File: config.mk
export PLATFORM = sky130hd
export DESIGN_NAME = pc_fetch_ctrl
export DESIGN_NICKNAME = d
export VERILOG_FILES = /design/src/rtl/pc_fetch_ctrl.sv
export SDC_FILE = /design/constraint.sdc
export NUM_CORES = 1
export LEC_CHECK = 0
export BUFFER_PORTS_ARGS = -buffer_cell sky130_fd_sc_hd__buf_2
export CAP_MARGIN = 20
export CORE_MARGIN = 8
export CORE_UTILIZATION = 45
export DETAILED_ROUTE_END_ITERATION = 10
export PLACE_DENSITY_LB_ADDON = 0.25
export SLEW_MARGIN = 5
export SYNTH_ARGS = -nofsm -noshare
export SYNTH_HDL_FRONTEND = slang
export SYNTH_SLANG_ARGS = --single-unit
File: constraint.sdc
create_clock -name clk -period 2.1 [get_ports clk]
set_input_delay 0.105 -clock clk [delete_from_list [all_inputs] [get_ports clk]]
set_output_delay 0.105 -clock clk [all_outputs]
set_load 0.02 [all_outputs]
File: src/rtl/pc_fetch_ctrl.sv
// pc_fetch_ctrl: instruction fetch sequencer for the 16-bit CPU.
// Owns the program counter, issues one BRAM read per fetch, waits MEM_LAT
// cycles for the data and presents the word to decode on a valid/ready
// handshake. A jump request redirects the PC. Any read that is in flight when
// the jump arrives is dropped through the squash flag.
// Optional feature: define FETCH_HALT_EN to add the HALTED state and the
// 'halted' output. When the accepted word is 16'hFFFF, fetch stops until a jump.
module pc_fetch_ctrl #(
  parameter logic [15:0] RESET_PC = 16'h0000,
  parameter int          MEM_LAT  = 1
) (
  input  logic        clk,
  input  logic        rst_n,
  input  logic        jump_req,
  input  logic [15:0] jump_target,
  output logic        mem_rd,
  output logic [15:0] mem_addr,
  input  logic [15:0] mem_rdata,
  output logic [15:0] instr,
  output logic [15:0] instr_pc,
  output logic        instr_valid,
  input  logic        instr_ready,
  output logic [15:0] pc
`ifdef FETCH_HALT_EN
  , output logic      halted
`endif
);

  // Value loaded into the latency counter when a read is issued.
  localparam logic [1:0] LAT_INIT = 2'(MEM_LAT);

  typedef enum logic [2:0] {
    ST_BOOT    = 3'd0,
    ST_ISSUE   = 3'd1,
    ST_WAIT    = 3'd2,
    ST_PRESENT = 3'd3
`ifdef FETCH_HALT_EN
    , ST_HALTED = 3'd4
`endif
  } state_t;

  state_t      state_r, state_s;
  logic [15:0] pc_r, pc_s;
  logic [15:0] pc_inc_s;
  logic        mem_rd_r, mem_rd_s;
  logic [15:0] mem_addr_r, mem_addr_s;
  logic [15:0] instr_r, instr_s;
  logic [15:0] instr_pc_r, instr_pc_s;
  logic        instr_valid_r, instr_valid_s;
  logic [1:0]  lat_cnt_r, lat_cnt_s;
  logic        squash_r, squash_s;
`ifdef FETCH_HALT_EN
  logic        halted_r, halted_s;
`endif

  // Sequential PC; wraps from 16'hFFFF to 16'h0000 with no flag.
  assign pc_inc_s = pc_r + 16'd1;

  // Next-state, next-PC and next-output logic. Every registered output
  // is computed here one cycle ahead, so mem_rd is high during the ISSUE cycle.
  always_comb begin
    state_s       = state_r;
    pc_s          = pc_r;
    mem_rd_s      = 1'b0;
    mem_addr_s    = mem_addr_r;
    instr_s       = instr_r;
    instr_pc_s    = instr_pc_r;
    instr_valid_s = instr_valid_r;
    lat_cnt_s     = lat_cnt_r;
    squash_s      = squash_r;
`ifdef FETCH_HALT_EN
    halted_s      = halted_r;
`endif

    case (state_r)
      ST_BOOT: begin
        // A jump during the idle cycle retargets the very first fetch.
        if (jump_req) begin
          pc_s = jump_target;
        end else begin
          pc_s = pc_r;
        end
        state_s = ST_ISSUE;
      end

      ST_ISSUE: begin
        lat_cnt_s = LAT_INIT;
        state_s   = ST_WAIT;
        // The read is already on the bus; mark it for dropping.
        if (jump_req) begin
          pc_s     = jump_target;
          squash_s = 1'b1;
        end else begin
          pc_s     = pc_r;
        end
      end

      ST_WAIT: begin
        lat_cnt_s = lat_cnt_r - 2'd1;
        if (lat_cnt_r == 2'd1) begin
          // Read data is on mem_rdata in this cycle.
          if (jump_req || squash_r) begin
            if (jump_req) begin
              pc_s = jump_target;
            end else begin
              pc_s = pc_r;
            end
            squash_s = 1'b0;
            state_s  = ST_ISSUE;
          end else begin
            instr_s       = mem_rdata;
            instr_pc_s    = pc_r;
            instr_valid_s = 1'b1;
            state_s       = ST_PRESENT;
          end
        end else begin
          // A jump in an earlier WAIT cycle still lets the read finish, then drops it.
          if (jump_req) begin
            pc_s     = jump_target;
            squash_s = 1'b1;
          end else begin
            pc_s     = pc_r;
          end
        end
      end

      ST_PRESENT: begin
        // A jump wins over a same-cycle accept. The held word is discarded.
        if (jump_req) begin
          pc_s          = jump_target;
          instr_valid_s = 1'b0;
          state_s       = ST_ISSUE;
        end else if (instr_ready) begin
          pc_s          = pc_inc_s;
          instr_valid_s = 1'b0;
`ifdef FETCH_HALT_EN
          if (instr_r == 16'hFFFF) begin
            halted_s = 1'b1;
            state_s  = ST_HALTED;
          end else begin
            state_s  = ST_ISSUE;
          end
`else
          state_s       = ST_ISSUE;
`endif
        end else begin
          state_s = ST_PRESENT;
        end
      end

`ifdef FETCH_HALT_EN
      ST_HALTED: begin
        // PC stays at the HALT address + 1. Only a jump or reset leaves this state.
        if (jump_req) begin
          pc_s     = jump_target;
          halted_s = 1'b0;
          state_s  = ST_ISSUE;
        end else begin
          state_s  = ST_HALTED;
        end
      end
`endif

      default: begin
        state_s       = ST_BOOT;
        instr_valid_s = 1'b0;
        squash_s      = 1'b0;
        lat_cnt_s     = 2'd0;
      end
    endcase

    // Raise the strobe for exactly the ISSUE cycle, addressed by the PC in force then.
    if (state_s == ST_ISSUE) begin
      mem_rd_s   = 1'b1;
      mem_addr_s = pc_s;
    end else begin
      mem_rd_s   = 1'b0;
    end
  end

  // State and output registers with asynchronous active-low reset.
  always_ff @(posedge clk or negedge rst_n) begin
    if (!rst_n) begin
      state_r       <= ST_BOOT;
      pc_r          <= RESET_PC;
      mem_rd_r      <= 1'b0;
      mem_addr_r    <= 16'h0000;
      instr_r       <= 16'h0000;
      instr_pc_r    <= 16'h0000;
      instr_valid_r <= 1'b0;
      lat_cnt_r     <= 2'd0;
      squash_r      <= 1'b0;
`ifdef FETCH_HALT_EN
      halted_r      <= 1'b0;
`endif
    end else begin
      state_r       <= state_s;
      pc_r          <= pc_s;
      mem_rd_r      <= mem_rd_s;
      mem_addr_r    <= mem_addr_s;
      instr_r       <= instr_s;
      instr_pc_r    <= instr_pc_s;
      instr_valid_r <= instr_valid_s;
      lat_cnt_r     <= lat_cnt_s;
      squash_r      <= squash_s;
`ifdef FETCH_HALT_EN
      halted_r      <= halted_s;
`endif
    end
  end

  assign mem_rd      = mem_rd_r;
  assign mem_addr    = mem_addr_r;
  assign instr       = instr_r;
  assign instr_pc    = instr_pc_r;
  assign instr_valid = instr_valid_r;
  assign pc          = pc_r;
`ifdef FETCH_HALT_EN
  assign halted      = halted_r;
`endif

endmodule
======== Word-level counts from Yosys, hierarchy flattened ========
Index checks and enable logic that the tools add are counted.
cells by class
  equality and inequality tests ........... 9
  multiplexer cells ....................... 22
  reductions and logical operators ........ 7
  bitwise logic cells ..................... 3
  add/sub/neg operators ................... 2
operators by type and width
  cell                                                  count
  2-to-1 mux 16 bit                                     5
  case mux 16 bit (3 select lines)                      1
  adder 16 x 1 -> 16 bit (second input constant)        1
  case mux 3 bit (4 select lines)                       1
  2-to-1 mux 1 bit                                      8
  equality test 3 x 1 -> 1 bit (second input constant)  2
  equality test 3 x 2 -> 1 bit (second input constant)  2
  2-to-1 mux 2 bit                                      3
  inequality test 3 bit (second input constant)         2
  case mux 1 bit (3 select lines)                       2
  case mux 2 bit (3 select lines)                       1
  inequality test 2 bit (second input constant)         2
  AND reduction 4 bit                                   1
  OR reduction 2 bit                                    2
  zero test 3 bit                                       1
  2-to-1 mux 3 bit                                      1
  inverter 1 bit                                        3
  AND reduction 3 bit                                   1
  equality test 2 x 1 -> 1 bit (second input constant)  1
  AND reduction 2 bit                                   1
  subtractor 2 x 1 -> 2 bit (second input constant)     1
  logical OR 1 bit                                      1
storage, ports and cells
  word-level logic and storage cells ...... 52
  register bits ........................... 72

======== Logic depth before layout (Yosys ltp) ========
  depth in word-level cells ............... 6
  depth in mapped cells ................... 9
  gate-level depth less buffers ........... 8

======== Least setup slack after synthesis ========
No wires, ideal clock.
  path type ............................... register -> register
  start point ............................. reg pc_r[4] (netlist: pc[4])
  end point ............................... reg mem_addr_r[15] (netlist: mem_addr[15])
  required time ........................... 2.005 ns
  buffers on the path ..................... 1
  library setup time ...................... 0.095 ns
  stages on the path, launching flop included .. 6
  period minus slack after synthesis ...... 1.856 ns
  arrival time ............................ 1.760 ns
  setup slack ............................. 0.244 ns
  cell sequence ........................... dfrtp_1 > buf_2 > nand2_1 > nor4_1 > mux2_1 > o31ai_1
on the way
  word-level cells in the longest chain between the ends .. 4
ends and longest elaborated chain
  item                              RTL line  source
  start, declared                   43        logic [15:0] pc_r, pc_s;
  start signal, assigned            198       pc_r <= pc_s;
  adder 16 x 1 -> 16 bit            57        assign pc_inc_s = pc_r + 16'd1;
  2-to-1 mux 16 bit                 133       end else if (instr_ready) begin
  2-to-1 mux 16 bit                 129       if (jump_req) begin
  case mux 16 bit (3 select lines)  75        case (state_r)
  end signal, assigned              200       mem_addr_r <= mem_addr_s;
  end, declared                     46        logic [15:0] mem_addr_r, mem_addr_s;
Every way passes these cells.
A chain may end at the register's enable or synchronous reset.

======== Worst setup path in the final report ========
  start point ............................. reg lat_cnt_r[1]
  end point ............................... reg mem_addr_r[2] (netlist: mem_addr[2])
on the way
  word-level cells in the longest chain between the ends .. 4
  elaborated cells on any way between the ends .. 6
  classes of those cells .................. eq/ne (2); mux (4)
ends and longest elaborated chain
  item                             RTL line  source
  start, declared                  50        logic [1:0] lat_cnt_r, lat_cnt_s;
  start signal, assigned           204       lat_cnt_r <= lat_cnt_s;
  equality test 2 x 1 -> 1 bit     100       if (lat_cnt_r == 2'd1) begin
  2-to-1 mux 3 bit                 100
  case mux 3 bit (4 select lines)  75
  net state_s[0]                   42        state_t state_r, state_s;
  equality test 3 x 1 -> 1 bit     173       if (state_s == ST_ISSUE) begin
The timed path passes the listed nets, and every way through them passes these cells.

==> summary.md <==
| Metric | Value |
|---|---|
| Leak | 2.29 nW |
| Worst Max-Slew Pin Slew | 0.889 ns |
| Synth Instances | 299 |
| Total clock buffers created by CTS | 9 |
| Post-layout min period | 1.94 ns |
| Syn Nets | 337 |
| Die W | 105 um |
| CTS Sinks | 72 |
| Element type at the critical path end | flop |
| Final Core Density | 60.4% |
| Post-route setup TNS | 0 ns |
| Layout Area Growth over Synthesis | 30.1% |
| Diodes inserted | 0 |
| Top cells by count, synth | 72 x dfrtp_1, 34 x mux2_4, 19 x nor2_1 |
| Initial core utilization | 46.4% |
| Crit start category | flop |
| DR WL/cell | 17.5 um |
| Peak Freq | 514 MHz |
| Crit Path Max Fanout | 11 |
| Worst skew pair latency | 0.34 ns |
| Vias per cell | 5.35 |
| Crit-path max cell delay | 0.39 ns |
| Grt total ovfl | 0 |
| Core box area | 7690 um^2 |
| Critical path arrival | 2.16 ns |
| Antenna Nets Post-Route | 0 |
| Post-CTS setup buffer count | 0 |
| Top cells by area, synth | dfrtp_1 50%, mux2_4 14%, mux2_1 2.5% |
| TritonCTS clock tree | yes |
| IO buf count | 101 |
| WHS Path Cells | 2 |
| Final hold slack | 0.0358 ns |
| Post-route DRC | 0 |
| Synth Flop Type | dfrtp_1 |
| Post-synth ARST share | 100% |
| EDFF count, synth | 0 |
| Post-synth top area share | 50.5% |
| Sequential area share after synthesis | 50.5% |
| Final setup viols | 0 |
| WL final | 9.39 mm |
| Nets | 469 |
| Avg Cell Area, Syn | 11.9 um^2 |
| Clock transition at the registers of the reported paths | 0.08 ns |
| Routed vias | 2875 |
| Post-synthesis cell type count | 62 |
| IO Pins | 102 |
| FF-to-FF path depth | 8 |
| RSZ-0062 raised after global routing | no |
| Critical-path top delay cell | dfrtp_1 |
| Post-Syn Area | 3570 um^2 |
| Slew Viols, Final | 0 |
| Final worst-path cycle share | 92.6% |
| Largest area contributor in the netlist | dfrtp_1 |
| Critical path class | flop to flop |
| Dpl cells | 505 |
| Largest net degree at the start of global routing | 73 |
| Worst hold path class | input pin to flop |
| Gpl congestion | 0.890 |
| Initial DRC count | 221 |
| Max Cap Viol | 0 |
| Share of post-route cells with drive strength above 1 | 42.8% |
| Total track usage | 17.5% |
| Skew final | 0.00780 ns |
| Maximum VDD drop | 0.366 mV |
| Slew HR | 40.7% |
| Dpl hpwl | 6.72 mm |
| Status | finished, final reports clean |
| Final hold vios | 0 |
| Die ar. | 11000 um^2 |
| Crit-path cells | inv_1 -> ha_1 -> nor2_1 -> a211o_1 -> inv_2 -> nand2_4 -> inv_4 -> mux2_1 |
| Synth Register Bits | 72 |
| Number of global-route vias before repair | 3066 |
| Clk buf depth | 2 |
| Most common cell in the netlist | dfrtp_1 |
| Antenna violations before repair | 0 |
| WP data required | 2.32 ns |
| Rows | 32 |
| Yosys warnings | 0 |
| P per Cell Area | 1170 nW/um^2 |
| Layout Cells excl Fill | 537 |
| Root Buffer | clkbuf_8 |
| DRT Pass-1 Iters | 4 |
| First-pass GRT wire length | 15.9 mm |
| Die H | 105 um |
| CTS H-tree depth | 3 |
-- per-stage QoR --
stage | area (um^2) | worst slack, ns | total power, mW
floorplan | 3570 | 0.244 | 3.45
finish | 4640 | 0.156 | 5.41
global placement | 4240 | 0.120 | 4.17
detailed placement | 4240 | 0.0718 | 4.21
CTS | 4630 | 0.0542 | 5.45
global route | 4640 | 0.0144 | 5.71
-- final timing paths --
kind	start	endpoint	slack, ns
max in group asynchronous	rst_n	pc[1]	1.05
max reg2reg	lat_cnt_r[1]	mem_addr[2]	0.16
max	lat_cnt_r[1]	mem_addr[2]	0.16
min in group asynchronous	rst_n	instr[1]	0.42
min reg2reg	instr_pc[0]	instr_pc[0]	0.49
min	jump_target[0]	pc[0]	0.04
-- registers in the layout, summed over array words and instances (netlist names), 2 cells and up --
register	count
instr	16
lat_cnt_r	2
state_r	3
mem_addr	16
instr_pc	16
pc	16
-- placed cells by master, fill, tap and decap left out, drive strengths merged, types with 8 or more instances in the layout --
master and count:
nor2 19, a21oi 8, dlygate4sd3 17, buf 124, inv 8, nor3 8
nor4 8, nand2 17, clkbuf 9, dfrtp 72, o21ai 12, mux2 42
-- layer usage --
metal	part of all wire, %	global-route usage, %	routed length, um	vias up
met1	45	22.2	4200	1388
met2	47	28.3	4400	103
met3	6.8	4.85	640	14
met4	1.6	5.50	147	0
met5	0	0	0	-
li1	-	-	-	1370
-- report_power, final --
| part | switching, mW | total [mW] | internal (mW) |
|---|---|---|---|
| clock | 0.543 | 1.21 | 0.671 |
| sequential | 0.296 | 2.12 | 1.83 |
| combinational | 1.15 | 2.07 | 0.924 |
-- worst max-delay path, delay by kind of cell, from the launching register on --
family,cells,cell delay [ns]
compound gates,1,0.37
fa+ha+maj,1,0.18
buf+inv,3,0.38
flops,1,0.39
mux,1,0.34
simple gates,2,0.16
-- logic make-up (layout without fill, tap and decap cells) --
| kind of cell | count (synthesis) | count (layout) | synth area share, % |
|---|---|---|---|
| AOI/OAI and AO/OA | 57 | 57 | 11.3 |
| muxes | 46 | 46 | 18.0 |
| xor gates and xnor gates | 1 | 1 | 0.245 |
| other | 1 | 1 | 0.105 |
| buffers and inverters | 26 | 162 | 4.35 |
| and+or+nand+nor | 94 | 94 | 14.9 |
| adders and majority gates | 2 | 2 | 0.701 |
| DFF | 72 | 72 | 50.5 |
-- final cells by class --
type | instances | area [um^2]
clock inverter | 6 | 92.6
tap | 102 | 128
clock buffer | 9 | 124
inverter | 6 | 25.0
timing repair buffer | 141 | 851
sequential | 72 | 1800
fill | 655 | 3050
multi-input combinational | 201 | 1620
-- repair_timing --
item / 4_1_cts / 5_1_grt
endpoints found under the hold margin: 88 / 0
gates resized for setup: 0 / 5
hold buffers: 17 / 0
endpoints found under the setup margin: 0 / 13
Note: power is estimated with default switching activity, not from simulation.
